$ cat config.mk
export PLATFORM = sky130hd
export DESIGN_NAME = hazard_ctrl
export DESIGN_NICKNAME = d
export VERILOG_FILES = /design/src/rtl/hazard_ctrl.sv
export SDC_FILE = /design/constraint.sdc
export NUM_CORES = 1
export LEC_CHECK = 0
export BUFFER_PORTS_ARGS = -buffer_cell sky130_fd_sc_hd__buf_2
export CORE_MARGIN = 4
export CORE_UTILIZATION = 50
export CTS_CLUSTER_DIAMETER = 50
export DETAILED_ROUTE_END_ITERATION = 16
export PLACE_DENSITY = 0.76
export SLEW_MARGIN = 20
export SYNTH_ARGS = -nofsm -noshare
export SYNTH_HDL_FRONTEND = slang
export SYNTH_SLANG_ARGS = --single-unit
$ cat constraint.sdc
create_clock -name clk -period 2.3 [get_ports clk]
set_input_delay 0.345 -clock clk [delete_from_list [all_inputs] [get_ports clk]]
set_output_delay 0.345 -clock clk [all_outputs]
set_load 0.005 [all_outputs]
$ cat src/rtl/hazard_ctrl.sv
// rtl/hazard_ctrl.sv - pipeline hazard control for the 5-stage RV32I + P-ext core
//
// Purpose: drives the PC enable and the en/flush pairs of the IF/ID, ID/EX and
// EX/MEM pipeline registers. Resolves load-use stalls, taken branch/jump
// redirects and multi-cycle P-extension EX ops (start/done handshake guarded by
// a timeout watchdog). Keeps saturating stall/flush performance counters.
//
// Ports:
//   clk, rst_n                    clock, asynchronous active-low reset
//   id_rs1/id_rs2, id_uses_rs*    source registers of the ID instruction
//   ex_rd, ex_reg_write, ex_is_load  destination info of the EX instruction
//   ex_mc_req                     EX instruction is a multi-cycle op
//   mc_done                       multi-cycle result valid (1-cycle pulse)
//   ex_redirect                   branch/jump taken in EX
//   pc_en, *_en, *_flush          pipeline register controls (flush wins over en)
//   mc_start                      1-cycle launch pulse to the multi-cycle unit
//   mc_err                        sticky multi-cycle timeout flag
//   stall_cnt, flush_cnt          saturating performance counters

module hazard_ctrl #(
  parameter int MC_TIMEOUT = 64,
  parameter int CNT_W      = 32
) (
  input  logic             clk,
  input  logic             rst_n,
  input  logic [4:0]       id_rs1,
  input  logic [4:0]       id_rs2,
  input  logic             id_uses_rs1,
  input  logic             id_uses_rs2,
  input  logic [4:0]       ex_rd,
  input  logic             ex_reg_write,
  input  logic             ex_is_load,
  input  logic             ex_mc_req,
  input  logic             mc_done,
  input  logic             ex_redirect,
  output logic             pc_en,
  output logic             if_id_en,
  output logic             id_ex_en,
  output logic             ex_mem_en,
  output logic             if_id_flush,
  output logic             id_ex_flush,
  output logic             ex_mem_flush,
  output logic             mc_start,
  output logic             mc_err,
  output logic [CNT_W-1:0] stall_cnt,
  output logic [CNT_W-1:0] flush_cnt
);

  localparam logic [0:0] RUN     = 1'b0;
  localparam logic [0:0] MC_WAIT = 1'b1;

  localparam int WAIT_W = (MC_TIMEOUT > 2) ? $clog2(MC_TIMEOUT) : 1;
  localparam logic [WAIT_W-1:0] WAIT_LAST = WAIT_W'(MC_TIMEOUT - 1);

  logic [0:0]        state_q, state_d;
  logic [WAIT_W-1:0] wait_q, wait_d;
  logic              mc_err_q, mc_err_d;
  logic [CNT_W-1:0]  stall_cnt_q, stall_cnt_d;
  logic [CNT_W-1:0]  flush_cnt_q, flush_cnt_d;

  logic load_use;

  // x0 is hard-wired zero, so a load targeting it can never create a hazard.
  assign load_use = ex_is_load & ex_reg_write & (ex_rd != 5'd0) &
                    ((id_uses_rs1 & (id_rs1 == ex_rd)) |
                     (id_uses_rs2 & (id_rs2 == ex_rd)));

  always_comb begin
    pc_en        = 1'b1;
    if_id_en     = 1'b1;
    id_ex_en     = 1'b1;
    ex_mem_en    = 1'b1;
    if_id_flush  = 1'b0;
    id_ex_flush  = 1'b0;
    ex_mem_flush = 1'b0;
    mc_start     = 1'b0;
    state_d      = state_q;
    wait_d       = wait_q;
    mc_err_d     = mc_err_q;

    if (state_q == RUN) begin
      if (ex_mc_req) begin
        // Freeze everything upstream of EX; the op itself stays in EX while
        // EX/MEM receives bubbles until the result arrives.
        mc_start     = 1'b1;
        pc_en        = 1'b0;
        if_id_en     = 1'b0;
        id_ex_en     = 1'b0;
        ex_mem_flush = 1'b1;
        state_d      = MC_WAIT;
        wait_d       = '0;
      end else if (ex_redirect) begin
        // Wrong-path IF and ID instructions are squashed; overrides load-use.
        if_id_flush = 1'b1;
        id_ex_flush = 1'b1;
      end else if (load_use) begin
        // Hold IF and ID one cycle; the load proceeds, a bubble enters EX.
        pc_en       = 1'b0;
        if_id_en    = 1'b0;
        id_ex_flush = 1'b1;
      end
    end else begin
      if (mc_done) begin
        // Release; EX/MEM captures the multi-cycle result this cycle.
        state_d = RUN;
      end else if (wait_q == WAIT_LAST) begin
        // Watchdog expired: drop the op, unfreeze the pipe, flag the error.
        ex_mem_flush = 1'b1;
        mc_err_d     = 1'b1;
        state_d      = RUN;
      end else begin
        pc_en        = 1'b0;
        if_id_en     = 1'b0;
        id_ex_en     = 1'b0;
        ex_mem_flush = 1'b1;
        wait_d       = wait_q + 1'b1;
      end
    end

    stall_cnt_d = stall_cnt_q;
    if (!pc_en && (stall_cnt_q != {CNT_W{1'b1}})) begin
      stall_cnt_d = stall_cnt_q + 1'b1;
    end

    flush_cnt_d = flush_cnt_q;
    if (if_id_flush && (flush_cnt_q != {CNT_W{1'b1}})) begin
      flush_cnt_d = flush_cnt_q + 1'b1;
    end
  end

  always_ff @(posedge clk or negedge rst_n) begin
    if (!rst_n) begin
      state_q     <= RUN;
      wait_q      <= '0;
      mc_err_q    <= 1'b0;
      stall_cnt_q <= '0;
      flush_cnt_q <= '0;
    end else begin
      state_q     <= state_d;
      wait_q      <= wait_d;
      mc_err_q    <= mc_err_d;
      stall_cnt_q <= stall_cnt_d;
      flush_cnt_q <= flush_cnt_d;
    end
  end

  assign mc_err    = mc_err_q;
  assign stall_cnt = stall_cnt_q;
  assign flush_cnt = flush_cnt_q;

endmodule

## Word-level counts from Yosys, hierarchy flattened

Index checks and enable logic that the tools add are counted.

- Add/subtract/negate cells: 3
- Eq/ne operators: 7
- Mux-type cells: 26
- Bitwise operators: 7
- Reductions and logical operators: 7

Operators with widths:

| cell | count |
|---|---|
| $add 32x1->32 const B | 2 |
| $ne 32x32->1 const B | 2 |
| $mux 6 | 4 |
| $mux 1 | 22 |
| $eq 5x5->1 | 2 |
| $add 6x1->6 const B | 1 |
| $eq 6x6->1 const B | 1 |
| $reduce_and 3->1 | 2 |
| $and 1x1->1 | 5 |
| $reduce_bool 5->1 | 1 |
| $ne 2x2->1 const B | 2 |
| $logic_and 1x1->1 | 2 |
| $reduce_bool 2->1 | 1 |
| $logic_not 1->1 | 1 |
| $not 1->1 | 1 |
| $or 1x1->1 | 1 |

- Register bits after elaboration: 72
- Input port bits: 24
- Output and inout bits: 73
- Word-level logic and storage cells: 55

## Logic depth before layout (Yosys ltp)

Gate-level depths: netlist (run 1).

- Depth after elaboration: 10
- Depth in mapped cells: 7
- Depth with buffers taken out: 7

## Worst setup path after synthesis (run 1)

Ideal clock, no wire load.

- Kind: reg-to-reg
- From: register stall_cnt_q[2] (netlist: stall_cnt[2])
- To: register stall_cnt_q[28] (netlist: stall_cnt[28])
- Setup time: 126 ps
- Data arrival time: 2044 ps
- Required time: 2174 ps
- Path slack: 129 ps
- Stages on the path, launching flop included: 7
- Path buffers: 0
- Period minus slack after synthesis: 2171 ps
- Path through: dfrtp_1 > nand4_2 > nor3_4 > nand4b_4 > nor4b_2 > mux2_2 > a311o_1

- Longest elaborated chain between the ends: 2
- Elaborated cells between the ends (all ways): 3
- Those cells by class: add/sub (1); eq/ne (1); reduce/logical (1)

RTL lines:

| what | RTL line | RTL |
|---|---|---|
| from (decl) | 58 | `logic [CNT_W-1:0] stall_cnt_q, stall_cnt_d;` |
| from (signal assigned) | 142 | `stall_cnt_q <= stall_cnt_d;` |
| parallel branches: the longest is 2 deep, another holds $add 32x1->32 | n/a |  |

Parallel ways; which one is timed is not known.
A chain may end at the register's enable or synchronous reset.

## Worst setup path in the final report (run 1)

Ends and elaborated chain as after synthesis.

==> results.txt, run 1 <==
Timing would allow up to between 400 and 500 MHz. Entering global routing, the biggest net connects between 50 and 60 pins. The worst setup path is launched from a flop. The worst setup path is of the flop to flop kind. The CTS H-tree depth came out at 3.

The setup skew after layout is around 0.012 ns. For this configuration, the core starts out at a cell density of a little over half. The most used flip-flop cell after synthesis is sky130_fd_sc_hd__dfrtp_1. The global-route wire length before repair is 13600 um. Setup repair after global routing could not meet its margin everywhere.

Overall power consumption after layout is estimated at between 0.003 and 0.004 W. The final weighted congestion of routability-driven global placement is between 0.8 and 0.9. Each instance of the synthesized netlist takes up on average between 10 and 15 um^2.

TritonCTS built the clock tree. The violation count after the first detailed-routing iteration is about 110. The number of global-route vias before repair came out at ~2900. The actual transition at the worst max-transition pin is between 0.6 and 0.7 ns.

From left edge to right edge, the die measures 93.7 um. The fraction of final layout cells sized beyond drive strength 1 came out at between 20% and 30%. The row count is 30. The count of port buffers added during placement is 95. The area of the core came out at 6980 um^2. The flow ran to the end, and the final reports show no timing, DRC or antenna violations. The maximum clock path buffer count came out at 2. The largest driver fanout on the critical path is 6. The setup check on the worst reg-to-reg path leaves a slack of between 0.1 and 0.15 ns. The number of synthesized flops with an enable pin came out at 0. The number of failing setup endpoints in the final timing report came out at 0. The number of nets still failing antenna checks after routing is 0. The number of buffers created by CTS came out at 9. The worst slew slack as a fraction of its limit came out at about 54%. The max-capacitance violation count is 0. The maximum ir drop on the vdd rail came out at around 0.49 mV. The power density over cell area is 726 nW/um^2. The count of nets after finishing is 482. STA classifies the critical path endpoint as a flop. Dividing the detail-routed wire length by the instance count gives roughly 15 um. The average via count per standard cell is 5.30. The number of nets produced by synthesis came out at about 370. The warning count from the yosys run came out at 0. The worst setup slack after placement came out at roughly 0.10 ns. The count of vias placed by the detailed router is 2948. The final routed DRC violation total came out at 0. The worst path in the final design needs a cycle of 2.20 ns, including I/O delays and setup. After synthesis, the share of flip-flops with an asynchronous set or reset is 100%. The number of hold violations in the final report is 0. The die height came out at ~94 um. For the worst setup path, the data arrival time is about 2.4 ns.

For this run the aggregate overflow at the end of global routing stands at 0. Synthesis produced ~350 cells. The total global routing track utilization came out at around a fifth.

In the post-synthesis netlist, the biggest area contributors are sky130_fd_sc_hd__dfrtp_1 49%, sky130_fd_sc_hd__xnor2_1 15%, sky130_fd_sc_hd__nand4_1 6.1%, sky130_fd_sc_hd__nand3_1 3.4%, sky130_fd_sc_hd__xor2_1 3.1%. The filler cell count in the final layout came out at around 580. Detailed placement finished with a half-perimeter wire length of about 6000 um.

The total of flip-flops plus latches after synthesis is between 70 and 80. The largest total area in the synthesized netlist belongs to sky130_fd_sc_hd__dfrtp_1. The analysis attributes to cell leakage a power of between 2 and 2.5 nW. The clock insertion delay at the later pin of the skew report is 0.35 ns. The cell count after placement came out at approximately 540. The buffer cell driving the clock tree root is sky130_fd_sc_hd__clkbuf_8. Dividing the final minimum period by the clock period gives a little over nine tenths. The post-detailed-routing wire length is approximately 8000 um. The clock-pin slew on the worst setup and hold paths is approximately 0.08 ns. The tree built by TritonCTS fans out to 72 sinks. The die covers about 8800 um^2. The number of pins exceeding their max-slew limit in the final report is 0.

After synthesis, the largest area contributor takes up 49.1% of total cell area. For the worst setup path, the data required time is 2.53 ns. The number of standard cells in the layout, taps in and fillers out came out at between 500 and 600. The sequential-to-total area share from yosys stat is roughly 49%.

The area growth from synthesis to layout came out at 24.8%. The first-pass iteration count of the detailed router came out at 4. In this run the worst hold path is classified as primary input to flop. The repair_antennas step left the layout with diodes totalling 0. The initial antenna violation count came out at 0.

The count of different cell masters after synthesis came out at 41. The least setup slack across all paths after layout is around 0.1 ns. The number of top-level design ports came out at 97.

The cell area that synthesis handed to floorplanning was between 3000 and 4000 um^2.
==> cells in the mapped netlist, types with 2 or more instances <==
cell	n
sky130_fd_sc_hd__o21ai_0	2
sky130_fd_sc_hd__nand4_1	36
sky130_fd_sc_hd__nor2b_1	2
sky130_fd_sc_hd__or3_1	2
sky130_fd_sc_hd__clkbuf_1	3
sky130_fd_sc_hd__nand3_1	25
sky130_fd_sc_hd__inv_1	8
sky130_fd_sc_hd__a21oi_1	2
sky130_fd_sc_hd__nor2_1	16
sky130_fd_sc_hd__and2_1	7
sky130_fd_sc_hd__nor4b_2	3
sky130_fd_sc_hd__and4_1	7
sky130_fd_sc_hd__and3_1	15
sky130_fd_sc_hd__xnor2_1	62
sky130_fd_sc_hd__nor3_1	8
sky130_fd_sc_hd__buf_2	4
sky130_fd_sc_hd__ha_1	3
sky130_fd_sc_hd__buf_4	2
sky130_fd_sc_hd__dfrtp_1	72
sky130_fd_sc_hd__mux2_2	3
sky130_fd_sc_hd__nand2_1	29
sky130_fd_sc_hd__nand2b_1	4
sky130_fd_sc_hd__xor2_1	13
==> placed cells by master (no fill, tap or decap), types with 2 or more instances in the layout <==
master and instances:
sky130_fd_sc_hd__buf_2 95, sky130_fd_sc_hd__dfrtp_1 72, sky130_fd_sc_hd__xnor2_1 62, sky130_fd_sc_hd__nand4_1 36, sky130_fd_sc_hd__nand2_1 29, sky130_fd_sc_hd__nand3_1 25
sky130_fd_sc_hd__nor2_1 16, sky130_fd_sc_hd__and3_1 15, sky130_fd_sc_hd__xor2_1 13, sky130_fd_sc_hd__buf_4 11, sky130_fd_sc_hd__clkbuf_8 9, sky130_fd_sc_hd__inv_1 8
sky130_fd_sc_hd__nor3_1 8, sky130_fd_sc_hd__and4_1 7, sky130_fd_sc_hd__and2_1 7, sky130_fd_sc_hd__nand2b_1 4, sky130_fd_sc_hd__mux2_2 3, sky130_fd_sc_hd__bufinv_16 3
sky130_fd_sc_hd__a21oi_1 2, sky130_fd_sc_hd__or3_1 2, sky130_fd_sc_hd__nor2b_1 2, sky130_fd_sc_hd__nor4b_2 2, sky130_fd_sc_hd__o21ai_0 2, sky130_fd_sc_hd__ha_1 2
==> registers in the layout, indices dropped and copies added (netlist names) <==
register   count
flush_cnt     32
mc_err         1
stall_cnt     32
state_q        1
wait_q         6
==> power breakdown <==
group | switching, W | leakage, nW | internal, W | total, W
combinational | 0.000295 | 1.17 | 0.000276 | 0.000572
sequential | 0.000154 | 0.966 | 0.00138 | 0.00153
clock | 0.000496 | 0.117 | 0.000727 | 0.00122
total | 0.000945 | 2.25 | 0.00238 | 0.00333
==> layout make-up <==
type                            count  area [um^2]  area share, %
Clock buffer                       10          128           2.78
Timing Repair Buffer              108          588           12.8
Multi-Input combinational cell    256         1800           39.3
Clock inverter                      6          115           2.51
Sequential cell                    72         1800           39.3
Inverter                            8         30.0          0.655
Tap cell                           96          120           2.62
==> repair_timing <==
item | 4_1_cts | 5_1_grt
hold buffers | 1 | 0
buffers inserted | 0 | 0
endpoints found under the setup margin | 0 | 6
gates resized for setup | 0 | 3
hold endpoints to repair | 22 | 0
==> worst max-delay path, stage by stage (launching register included) <==
cell and delay (ns):
sky130_fd_sc_hd__dfrtp_1 0.48, sky130_fd_sc_hd__nand4_2 0.18, sky130_fd_sc_hd__nor3_4 0.27, sky130_fd_sc_hd__nand4b_4 0.18, sky130_fd_sc_hd__nor4b_4 0.27, sky130_fd_sc_hd__mux2_2 0.37, sky130_fd_sc_hd__a311o_1 0.32
==> layer usage <==
layer  vias up  track usage (%)  share of wire (%)
met5         -                0                  0
met4         0             5.78                1.2
met3         7             5.21                5.7
met2        85             31.8                 49
met1      1415             24.9                 44
li1       1441                -                  -
==> worst paths after layout <==
kind,start,depth (start not counted),end
setup / recovery,stall_cnt[2],6,stall_cnt[28]
hold / removal,mc_done,2,mc_err
setup reg to reg,stall_cnt[2],6,stall_cnt[28]
hold reg to reg,mc_err,1,mc_err
max in group asynchronous,rst_n,3,flush_cnt[11]
min in group asynchronous,rst_n,2,stall_cnt[8]
==> cells by family (layout without fill, tap and decap cells) <==
group | Yosys count | in the layout | synth area share (%)
flip-flops | 72 | 72 | 49.1
adder cells (fa/ha/maj) | 3 | 3 | 1.02
XOR/XNOR | 75 | 75 | 17.9
multiplexers | 4 | 4 | 1.33
AO/OA/AOI/OAI | 13 | 13 | 2.90
other | 1 | 1 | 0.102
buffers and inverters | 18 | 132 | 2.38
AND/OR/NAND/NOR | 160 | 160 | 25.3
==> per-stage QoR <==
stage	util (%)	setup TNS [ns]	instance area, um^2	hold slack [ns]
3_5_place_dp	61.8	0	4310	0.358
4_1_cts	65.4	0	4570	0.231
5_1_grt	65.6	-0.0959	4580	0.245
6_report	65.6	0	4580	0.245
2_1_floorplan	-	0	3670	0.0494
3_3_place_gp	61.8	0	4310	0.353
Note: power is estimated with default switching activity, not from simulation.
==> inputs of run 2 (changes only) <==
clock period = 2.1 ns   (was 2.3 ns; I/O delays follow)
==> results.txt, run 2 (synthesis gave the netlist of run 1 again) <==
The flow ran to the end, but the final reports show violations. The checks that failed: hold timing. In the final routed layout, each cell accounts on average for roughly 15 um. The first global-routing pass estimated around 14000 um of wire. TritonCTS built the clock tree. The tightest hold margin came out at -0.0267 ns. The number of hold violations in the final report came to 14.

The power density over cell area is 697 nW/um^2. For flop-to-flop paths, the worst setup slack is about 0.07 ns. The area growth from synthesis to layout came out at 31.7%. The largest driver fanout on the critical path is 4. At the later pin of the worst-skew pair, clock insertion delay measures 0.34 ns. In the layout the commonest cells are 95 x sky130_fd_sc_hd__buf_2, 72 x sky130_fd_sc_hd__dfrtp_1, 62 x sky130_fd_sc_hd__xnor2_1. The clock-pin slew on the worst setup and hold paths came out at 0.07 ns.

The worst setup path is captured at a primary output. The tree is rooted in a sky130_fd_sc_hd__clkbuf_8. The average via count per standard cell came out at roughly 5.4. The portion of the clock cycle consumed by the worst path in the final layout came out at 98.6%. The number of buffers created by CTS came out at 9. The worst endpoint data arrival time is between 1.5 and 2 ns. The starting density of the core is 52.6%. Measured along the x axis, the die boundary spans 93.7 um. The worst setup slack after placement is roughly 0.011 ns. The number of global-route vias before repair is approximately 3100. The filler cell count in the final layout came out at 575. The library cell used most frequently in the layout, excluding fill and tap cells, is sky130_fd_sc_hd__buf_2. For this run the aggregate overflow at the end of global routing stands at 0. The number of top-level design ports came out at 97. The number of antenna cells inserted came out at 0.

For this run, the post-layout net count is 521. The CTS H-tree depth is 3. The violation count after the first detailed-routing iteration came out at between 100 and 150. The hold-fix buffer count after cts came out at 0. Of the cells placed in the final design, the portion with a size suffix greater than 1 is between 30% and 40%. The initial antenna violation count was 0.

The setup skew after layout came out at approximately 0.011 ns. The maximum ir drop on the vdd rail is 0.529 mV. Setup repair after global routing could not meet its margin everywhere. The area of the core came out at between 6000 and 7000 um^2. The number of failing setup endpoints in the final timing report is 0. The first-pass iteration count of the detailed router came out at 4.

Setup slack on the critical path of the routed design comes to ~0.03 ns. The total global routing track utilization is between 10% and 20%. The upper clock frequency limit is slightly below 500 MHz.

The wire-length estimate of the detail-placed layout is between 6000 and 7000 um. Entering global routing, the biggest net connects 73 pins. The number of pins exceeding their max-slew limit in the final report came out at 0. The worst path needs slightly above 2 ns of the cycle, external delays included. The count of buffers added on input and output ports is 95. The number of nets still failing antenna checks after routing is 0. In the routed design, unresolved DRC markers number 0. In the final timing run, aggregate negative setup slack is 0 ns. The initialized floorplan defines 30 standard-cell rows.

The clock sink count is between 70 and 80. The max-capacitance violation count is 0. The worst setup path category is flop to primary output. The die height is 93.7 um. The maximum clock path buffer count is 2. The startpoint type of the worst setup path is a flop. The die covers 8780 um^2.

The leakage power came out at ~2.5 nW. The post-detailed-routing wire length came out at approximately 8800 um. The congestion estimate from routability-driven global placement came to between 0.8 and 0.9. STA puts the critical path data required time at around 1.8 ns. The routed layout has about 3200 vias. The worst min-delay path class is primary input to asynchronous set/reset pin. The depth of the worst register-to-register path is 6.
==> run 2: changes by cell type in the layout (fill, tap and decap cells not counted), moves of 2 or more <==
cell and change:
sky130_fd_sc_hd__clkinv_2 +4, sky130_fd_sc_hd__nor3_2 +2, sky130_fd_sc_hd__nor3_1 -2, sky130_fd_sc_hd__buf_4 +39, sky130_fd_sc_hd__bufinv_16 -3
==> run 2: path summary, 6_finish.rpt <==
| path | startpoint | endpoint |
|---|---|---|
| max in group asynchronous | rst_n | flush_cnt[24] |
| hold / removal | rst_n | stall_cnt[11] |
| setup reg to reg | stall_cnt[5] | stall_cnt[28] |
| setup / recovery | wait_q[1] | pc_en |
| min in group clk | mc_done | mc_err |
| hold reg to reg | mc_err | mc_err |
==> run 2: routing by layer <==
layer / track usage (%) / up-vias / share of wire (%)
li1: - / 1512 / -
met1: 24.1 / 1563 / 42
met2: 34.7 / 97 / 51
met3: 3.61 / 16 / 5.4
met4: 7.58 / 0 / 1.7
met5: 0 / - / 0
==> run 2: final cells by class <==
class / count / area [um^2] / share of cell area (%)
clock buffer: 12 / 145 / 3.00
timing repair buffer: 146 / 871 / 18.0
sequential: 72 / 1800 / 37.3
multi-input combinational: 257 / 1850 / 38.2
clock inverter: 4 / 20.0 / 0.414
inverter: 8 / 30.0 / 0.621
tap: 96 / 120 / 2.48
==> run 2: critical path: stages, from the launching register on <==
cell,delay [ns]
sky130_fd_sc_hd__dfrtp_1,0.42
sky130_fd_sc_hd__ha_2,0.21
sky130_fd_sc_hd__a31oi_1,0.23
sky130_fd_sc_hd__nand2b_1,0.14
sky130_fd_sc_hd__and4b_1,0.22
sky130_fd_sc_hd__nor2_1,0.07
sky130_fd_sc_hd__buf_2,0.13
==> run 2: repair_timing <==
item,4_1_cts,5_1_grt
pin swaps,0,8
resized for setup,0,9
endpoints found under the setup margin,2,23
cloned,0,1
setup buffers,1,8
==> run 2: through the flow <==
step / instance area, um^2 / hold WS [ns] / total power, W / utilization, % / cells
2_1_floorplan: 3680 / 0.0194 / 0.00203 / - / 346
3_3_place_gp: 4550 / 0.372 / 0.00237 / 65.1 / 569
3_5_place_dp: 4550 / 0.374 / 0.00239 / 65.1 / 569
4_1_cts: 4720 / 0.000444 / 0.00334 / 67.6 / 586
5_1_grt: 4840 / 0.0124 / 0.00358 / 69.3 / 595
6_report: 4840 / -0.0267 / 0.00337 / 69.3 / 595
==> run 2: power breakdown <==
| group | switching (W) | internal, W |
|---|---|---|
| combinational | 0.000404 | 0.000401 |
| sequential | 0.000118 | 0.00151 |
| clock | 0.000483 | 0.000454 |
| total | 0.00101 | 0.00236 |
